--- config.mk ---
export PLATFORM = sky130hd
export DESIGN_NAME = mem_arbiter
export DESIGN_NICKNAME = d
export VERILOG_FILES = /design/src/rtl/mem_arbiter.sv
export SDC_FILE = /design/constraint.sdc
export NUM_CORES = 1
export LEC_CHECK = 0
export CAP_MARGIN = 20
export CORE_MARGIN = 5
export CORE_UTILIZATION = 30
export DETAILED_ROUTE_END_ITERATION = 8
export GPL_TIMING_DRIVEN = 0
export SLEW_MARGIN = 20
export SYNTH_ARGS = -nofsm -noshare
export SYNTH_HDL_FRONTEND = slang
export SYNTH_SLANG_ARGS = --single-unit
--- constraint.sdc ---
create_clock -name clk -period 3.2 [get_ports clk]
set_clock_uncertainty 0.05 [all_clocks]
set_input_delay 0.8 -clock clk [delete_from_list [all_inputs] [get_ports clk]]
set_output_delay 0.8 -clock clk [all_outputs]
set_load 0.01 [all_outputs]
--- src/rtl/mem_arbiter.sv ---
// mem_arbiter: shares one single-ported memory between fetch and load/store, one transaction at a time
module mem_arbiter #(
    parameter int ADDR_W       = 32,
    parameter int DATA_W       = 32,
    parameter int MAX_D_STREAK = 4,
    parameter int TIMEOUT      = 64
) (
    input  logic              clk,
    input  logic              rst,
    input  logic              if_req,
    input  logic [ADDR_W-1:0] if_addr,
    output logic              if_gnt,
    output logic              if_rvalid,
    output logic [DATA_W-1:0] if_rdata,
    output logic              if_err,
    input  logic              d_req,
    input  logic              d_we,
    input  logic [1:0]        d_size,
    input  logic [ADDR_W-1:0] d_addr,
    input  logic [DATA_W-1:0] d_wdata,
    output logic              d_gnt,
    output logic              d_rvalid,
    output logic [DATA_W-1:0] d_rdata,
    output logic              d_err,
    output logic              mem_req,
    output logic              mem_we,
    output logic [1:0]        mem_size,
    output logic [ADDR_W-1:0] mem_addr,
    output logic [DATA_W-1:0] mem_wdata,
    input  logic              mem_gnt,
    input  logic              mem_rvalid,
    input  logic [DATA_W-1:0] mem_rdata,
    output logic              busy
);
    typedef enum logic [1:0] {IDLE, REQ, WAIT_RESP, RESP} state_t;
    typedef enum logic [1:0] {NONE, OWN_IF, OWN_D} owner_t;
    state_t            r_state;
    owner_t            r_owner;
    logic [3:0]        r_streak;
    logic [7:0]        r_timer;
    logic              r_we;
    logic [1:0]        r_size;
    logic [ADDR_W-1:0] r_addr;
    logic [DATA_W-1:0] r_wdata;
    logic [DATA_W-1:0] r_rdata;
    logic              r_err;
    logic              w_idle;
    logic              w_d_win;
    logic              w_if_win;
    // data wins unless fetch is waiting and data has used up its streak
    assign w_idle   = (r_state == IDLE) && !rst;
    assign w_d_win  = w_idle && d_req && (!if_req || r_streak < 4'(MAX_D_STREAK));
    assign w_if_win = w_idle && if_req && !w_d_win;
    always_ff @(posedge clk) begin
        if (rst) begin
            r_state  <= IDLE;
            r_owner  <= NONE;
            r_streak <= '0;
            r_timer  <= '0;
            r_we     <= 1'b0;
            r_size   <= '0;
            r_addr   <= '0;
            r_wdata  <= '0;
            r_rdata  <= '0;
            r_err    <= 1'b0;
        end else begin
            case (r_state)
                IDLE: begin
                    if (w_d_win) begin
                        r_state  <= REQ;
                        r_owner  <= OWN_D;
                        r_we     <= d_we;
                        r_size   <= d_size;
                        r_addr   <= d_addr;
                        r_wdata  <= d_wdata;
                        r_streak <= !if_req ? 4'd0 :
                                    r_streak < 4'(MAX_D_STREAK) ? r_streak + 4'd1 : r_streak;
                    end else if (w_if_win) begin
                        r_state  <= REQ;
                        r_owner  <= OWN_IF;
                        r_we     <= 1'b0;
                        r_size   <= 2'b10;
                        r_addr   <= if_addr;
                        r_wdata  <= '0;
                        r_streak <= '0;
                    end
                end
                REQ: begin
                    if (mem_gnt) begin
                        r_state <= WAIT_RESP;
                        r_timer <= '0;
                    end
                end
                WAIT_RESP: begin
                    r_timer <= r_timer + 8'd1;
                    if (mem_rvalid) begin
                        r_state <= RESP;
                        r_rdata <= mem_rdata;
                        r_err   <= 1'b0;
                    end else if (r_timer == 8'(TIMEOUT - 1)) begin
                        r_state <= RESP;
                        r_rdata <= '0;
                        r_err   <= 1'b1;
                    end
                end
                default: begin
                    r_state <= IDLE;
                    r_owner <= NONE;
                end
            endcase
        end
    end
    assign if_gnt    = w_if_win;
    assign d_gnt     = w_d_win;
    assign mem_req   = r_state == REQ;
    assign mem_we    = mem_req & r_we;
    assign mem_size  = mem_req ? r_size : '0;
    assign mem_addr  = mem_req ? r_addr : '0;
    assign mem_wdata = mem_req ? r_wdata : '0;
    assign if_rvalid = (r_state == RESP) && (r_owner == OWN_IF);
    assign d_rvalid  = (r_state == RESP) && (r_owner == OWN_D);
    assign if_rdata  = if_rvalid ? r_rdata : '0;
    assign d_rdata   = d_rvalid ? r_rdata : '0;
    assign if_err    = if_rvalid & r_err;
    assign d_err     = d_rvalid & r_err;
    assign busy      = r_state != IDLE;
endmodule

==> summary.md, run 1 <==
| Metric | Value |
|---|---|
| Critical Path Stages | `5` |
| Syn Nets | `796` |
| Cell taking the most area after synthesis | `dfxtp_1` |
| Most common cell type on the critical path | `clkdlybuf4s50_1` |
| # setup viols final | `0` |
| Synth cell types | `39` |
| Fraction of registers with async set/reset | `0` |
| Number of global-route vias before repair | `5,477` |
| WP data required | `2.35 ns` |
| I/O Pins | `276` |
| Worst setup margin | `0.121 ns` |
| Cells after synthesis | `653` |
| Post-Synth Simple-Gate Area | `0.317` |
| RSZ-0062 raised after global routing | `false` |
| Clock-pin transition on the worst setup and hold timing paths | `0.05 ns` |
| Die ar. | `20,900 um2` |
| Pre-antenna DRT Iters | `4` |
| Hpwl dp | `15,000 um` |
| P&R area growth vs syn | `67.8%` |
| Slew HR | `0.503` |
| TritonCTS Buffers | `17` |
| Synth Area in Compound Gates | `0.178` |
| Post-synthesis xor/xnor area fraction | `0.00808` |
| Maxcap violations | `0` |
| HP Class | `reg2reg` |
| Post-layout min period | `3.08 ns` |
| Top cells by count, synth | `134 x and2_1, 116 x dfxtp_1, 102 x nand2_1` |
| Crit-path cells | `clkdlybuf4s50_1 -> nand4b_1 -> buf_6 -> clkinv_8 -> clkdlybuf4s50_1` |
| Root buffer cell | `clkbuf_16` |
| Clock buffer depth | `2` |
| CP startpoint kind | `input port` |
| Share of layout cells above drive strength 1 | `0.0833` |
| CP max-delay cell | `clkdlybuf4s50_1` |
| Peak supply drop | `0.000365 V` |
| Area of the multi-input gates | `2850 um2` |
| Count leader, synth | `and2_1` |
| Final Slew Violations | `0` |
| Mux contribution to synthesized area | `0.00369` |
| Ys Warns | `0` |
| Setup TNS | `0 ns` |
| CP arrival | `2.23 ns` |
| CTS sink cnt | `116` |
| Placer Congestion | `0.832` |
| Die width | `144 um` |
| Total Wirelength | `19,800 um` |
| Iteration-0 DRC count of the detailed router | `153` |
| Power Density | `565 nW/um2` |
| Initial antenna violation count | `1` |
| H-tree levels | `4` |
| Layout Nets | `1,090` |
| CTS tree | `built` |
| Drt wl/cell | `16.7 um` |
| Fin. Hold Viols | `0` |
| R2r worst-path depth | `8` |
| FF+latch area | `2320 um2` |
| Worst Hold Depth | `2` |
| Highest clock rate | `325 MHz` |
| Cell class contributing the biggest share of worst-path delay | `buffers and inverters` |
| Fin crit share | `0.962` |
| Mapped cell area | `5420 um2` |
| Leak | `around 3.4 nW` |
| Worst-Skew Late Latency | `0.41 ns` |
| Via Count | `between 5k and 6k` |
| Core area | `17,900 um2` |
| Via density | `4.70` |
| Worst slew pin tran | `between 0.7 and 0.8 ns` |
| Post-synth EDFFs | `0` |
| I/O Buffers | `275` |
| Total GRT Usage | `0.183` |
| Run status | `complete, no violations` |
| Top FF cell, synth | `dfxtp_1` |
| Crit Path Category | `in2out` |
| DRC viols | `0` |
| Crit path largest cell delay | `0.54 ns` |
| Sequential area share after synthesis | `0.429` |
| Post-synth top area share | `0.429` |
| Largest family of logic cells by synthesized area | `simple AND/OR/NAND/NOR gates` |
| Mean post-synth cell area | `8.30 um2` |
| # fillers | `about 1.8k` |
| FP Rows | `49` |
| First-pass GRT wire length | `between 20,000 and 30,000 um` |
| Setup crit end kind | `primary output` |
| Critical path fanouts, max | `18` |
| Reg2Reg Setup Slack | `1.06 ns` |
| Synth top area cells | `dfxtp_1 43%, and2_1 15%, nand2_1 7.1%` |
| Global route overflow | `0` |
| CP bufs+invs | `4` |
| #FFs+latches synth | `116` |
| Die Span Y | `144 um` |
| Initial Util | `0.303` |
| Adder-cell share of the synthesized area | `0.0139` |
| Largest net degree at the start of global routing | `20` |
| ANT nets after route | `0` |
| Pre-CTS setup slack | `-0.648 ns` |
| Ant diodes | `0` |
## metrics by stage
step / util / power [mW] / instance area [um2] / cells / hold WS, ns
after floorplan: - / 2.66 / 5420 / 653 / 0.393
after global placement: 0.472 / 3.33 / 8460 / 1157 / 0.399
after detailed placement: 0.472 / 3.34 / 8460 / 1157 / 0.404
after CTS: 0.507 / 5.21 / 9070 / 1189 / 0.412
after global routing: 0.508 / 5.46 / 9090 / 1189 / 0.429
final: 0.508 / 5.14 / 9090 / 1189 / 0.410
## cell families after synthesis
| logic type | count (synthesis) |
|---|---|
| flip-flops | 116 |
| adder cells (fa/ha/maj) | 6 |
| buffers and inverters | 62 |
| AO/OA/AOI/OAI | 122 |
| multiplexers | 2 |
| AND/OR/NAND/NOR | 340 |
| XOR/XNOR | 5 |
## state kept, by name, indices dropped and copies added, names as in the netlist
| signal | count |
|---|---|
| r_wdata | 32 |
| r_state | 2 |
| r_we | 1 |
| r_err | 1 |
| r_streak | 4 |
| r_owner | 2 |
| r_rdata | 32 |
| r_timer | 8 |
| r_addr | 32 |
| r_size | 2 |
## cells in the final DEF (no fill, tap or decap), drive strengths merged, types with 2 or more instances in the layout
master / instances
a311oi: 32
clkbuf: 50
mux2i: 2
clkdlybuf4s50: 272
a21oi: 40
a22o: 32
clkinvlp: 6
nand3b: 2
nand3: 36
nor3: 7
buf: 21
clkinv: 6
dlygate4sd2: 2
nor3b: 2
a32oi: 4
a211oi: 2
ha: 6
xnor2: 5
nand2b: 3
nand2: 102
dfxtp: 116
o21a: 2
nor2: 48
nor4: 2
inv: 10
and2: 134
o21ai: 4
## power by group
part / internal [mW] / switching, mW
Sequential: 1.68 / 0.124
Clock: 1.07 / 0.730
Combinational: 0.701 / 0.837
## final timing paths
kind / from / end
min: r_we / r_we
max: d_req / d_gnt
min reg2reg: r_we / r_we
max reg2reg: r_state[1] / r_addr[28]
## area by class of cell
type                       count  share of cell area
multi-input combinational    475               0.313
timing repair buffer         277               0.304
sequential                   116               0.256
clock buffer                  17              0.0468
tap                          229              0.0315
buffer                        52              0.0292
clock inverter                15              0.0147
inverter                       8             0.00468
## per-layer routing
metal,GRT usage,vias to the layer above,wire length [um]
met5,0,-,13
li1,-,2812,-
met3,0.0764,24,1950
met4,0.0511,2,327
met2,0.300,214,9170
met1,0.223,2536,8350
## worst min-delay path: stages (launching register included)
cell     delay, ns
dfxtp_1       0.30
nand3_1       0.06
a21oi_1       0.05
## timing repair
action / in CTS / in global routing
resized for setup: 20 / 20
endpoints found under the setup margin: 122 / 92
setup buffers: 2 / 0
cloned: 0 / 0
hold buffers: 0 / 0
(Power assumes the default switching activity.)
==> inputs of run 2 (changes only) <==
--- a/config.mk
+++ b/config.mk
@@ -8,6 +8,7 @@
 export CAP_MARGIN = 20
 export CORE_MARGIN = 5
 export CORE_UTILIZATION = 30
+export CTS_CLUSTER_DIAMETER = 150
 export DETAILED_ROUTE_END_ITERATION = 8
 export GPL_TIMING_DRIVEN = 0
 export SLEW_MARGIN = 20
==> results of run 2 <==
No change in the layout: final DEF, timing and power equal those of run 1.
==> inputs of run 3 (changes only) <==
--- a/config.mk
+++ b/config.mk
@@ -6,7 +6,7 @@
 export NUM_CORES = 1
 export LEC_CHECK = 0
 export CAP_MARGIN = 20
-export CORE_MARGIN = 5
+export CORE_MARGIN = 2
 export CORE_UTILIZATION = 30
 export CTS_CLUSTER_DIAMETER = 150
 export DETAILED_ROUTE_END_ITERATION = 8
==> constraint.sdc (replaced) <==
create_clock -name clk -period 3.2 [get_ports clk]
set_clock_uncertainty 0.05 [all_clocks]
set_input_delay 0.64 -clock clk [delete_from_list [all_inputs] [get_ports clk]]
set_output_delay 0.64 -clock clk [all_outputs]
set_load 0.01 [all_outputs]
==> run 3 against run 2 <==
Effect of this change:
- critical path depth stayed put
- routed wire length is 4.4% lower
- via count is 0.59% higher
- largest cell class unchanged
==> summary.md, run 3 (synthesis gave the netlist of run 1 again) <==
| Metric | Value |
|---|---|
| Run status | `complete, no violations` |
| Peak supply drop | `0.000368 V` |
| Via density | `4.73` |
| Slew HR | `0.481` |
| CP startpoint kind | `input port` |
| TritonCTS Buffers | `17` |
| Die width | `138 um` |
| Root buffer cell | `clkbuf_16` |
| Worst slew pin tran | `0.756 ns` |
| Power Density | `572 nW/um2` |
| Post-Layout Cell Count | `1,188` |
| Number of global-route vias before repair | `5,589` |
| RSZ-0062 raised after global routing | `false` |
| HP Class | `reg2reg` |
| Via Count | `between 5k and 6k` |
| ANT nets after route | `0` |
| WL met3 | `about 1500 um` |
| Post-layout min period | `about 3.1 ns` |
| CP arrival | `2.39 ns` |
| Cell class contributing the biggest share of worst-path delay | `buffers and inverters` |
| Highest clock rate | `around 320 MHz` |
| Clock-pin transition on the worst setup and hold timing paths | `~0.060 ns` |
| Crit Path Category | `in2out` |
| Setup TNS | `0 ns` |
| Power Total | `5.19 mW` |
| # setup viols final | `0` |
| Crit-path cells | `clkdlybuf4s50_1 -> nand4b_1 -> buf_4 -> inv_4 -> clkdlybuf4s50_1` |
| Global route overflow | `0` |
| Maxcap violations | `0` |
| Initial Util | `0.304` |
| Die ar. | `19,200 um2` |
| Core area | `17,800 um2` |
| Total GRT Usage | `0.198` |
| FP Rows | `49` |
| I/O Buffers | `approximately 280` |
| WP data required | `2.51 ns` |
| Largest net degree at the start of global routing | `20` |
| CP bufs+invs | `4` |
| Final Slew Violations | `0` |
| Pre-antenna DRT Iters | `4` |
| CTS tree | `built` |
| Fin. Hold Viols | `0` |
| Initial antenna violation count | `0` |
| Critical path fanouts, max | `18` |
| Ant diodes | `0` |
| Worst-Skew Late Latency | `0.41 ns` |
| P&R area growth vs syn | `67.4%` |
| Most common cell after layout, fill and taps aside | `clkdlybuf4s50_1` |
| Layout Nets | `1,089` |
| Leak | `roughly 3.4 nW` |
| Highest Signal Layer | `met4` |
| I/O Pins | `roughly 280` |
| CP max-delay cell | `clkdlybuf4s50_1` |
| M1 wire length | `roughly 8400 um` |
| Hpwl dp | `around 14,000 um` |
| WL met2 | `8560 um` |
| Clock buffer depth | `2` |
| First-pass GRT wire length | `around 30,000 um` |
| Commonest cells after routing, fill and taps aside | `275 x clkdlybuf4s50_1, 134 x and2_1, 116 x dfxtp_1, 102 x nand2_1, 47 x nor2_1` |
| Total Wirelength | `18,900 um` |
| CTS sink cnt | `116` |
| Cell count after placement | `1,157` |
| Iteration-0 DRC count of the detailed router | `184` |
| Share of layout cells above drive strength 1 | `0.0761` |
| Fin crit share | `0.962` |
| Worst Hold Slack | `0.410 ns` |
| DRC viols | `0` |
| Drt wl/cell | `15.9 um` |
| Placer Congestion | `0.802` |
| Most common cell type on the critical path | `clkdlybuf4s50_1` |
| Pre-CTS setup slack | `-0.382 ns` |
| Largest regs | `r_addr (32), r_rdata (32), r_wdata (32)` |
| Crit path largest cell delay | `about 0.57 ns` |
| H-tree levels | `4` |
| Setup crit end kind | `primary output` |
| Worst setup margin | `0.122 ns` |
| Die Span Y | `~140 um` |
## run 3: cell count changes in the layout (fill, tap and decap cells not counted), moves of 3 or more
cell	previous run	this run
clkbuf_1	25	28
clkbuf_2	5	9
clkbuf_8	0	3
clkdlybuf4s50_1	272	275
clkinvlp_4	6	3
inv_6	3	0
## run 3: worst min-delay path: cells and delay by family (launching register included)
kind             cells  cell delay (ns)
AND/OR/NAND/NOR      1             0.06
AO/OA/AOI/OAI        1             0.05
flip-flops           1             0.30
## run 3: repair_timing
item                                    in CTS  in global routing
resized for setup                           10                 15
hold buffers                                 0                  0
setup buffers                                0                  1
endpoints found under the setup margin      41                 48
## run 3: power by group
part / switching, mW / internal, mW
registers: 0.127 / 1.68
logic: 0.830 / 0.687
clock network: 0.671 / 1.20
## run 3: worst paths after layout
kind	depth (start not counted)	startpoint	endpoint	slack [ns]
max	5	rst	d_gnt	0.12
min	2	r_wdata[16]	r_wdata[16]	0.41
max reg2reg	7	r_state[1]	r_addr[12]	1.12
min reg2reg	2	r_wdata[16]	r_wdata[16]	0.41
## run 3: cell type report
type	count	area, um2
flip-flops and latches	116	2320
repair buffers	276	2760
plain buffers	52	258
well taps	229	287
inverters	8	32.5
multi-input cells	475	2830
clock inverters	9	103
clock buffers	23	478
fillers	1782	8770
## run 3: through the flow
stage / util / cell area (um2)
floorplan: - / 5420
finish: 0.508 / 9070
global placement: 0.474 / 8460
global route: 0.508 / 9070
detailed placement: 0.474 / 8460
CTS: 0.507 / 9050
## run 3: routing by layer
metal  vias to the layer above  track usage
met3                        26       0.0648
met5                         -            0
met2                       222        0.314
li1                       2809            -
met4                         0       0.0789
met1                      2564        0.251
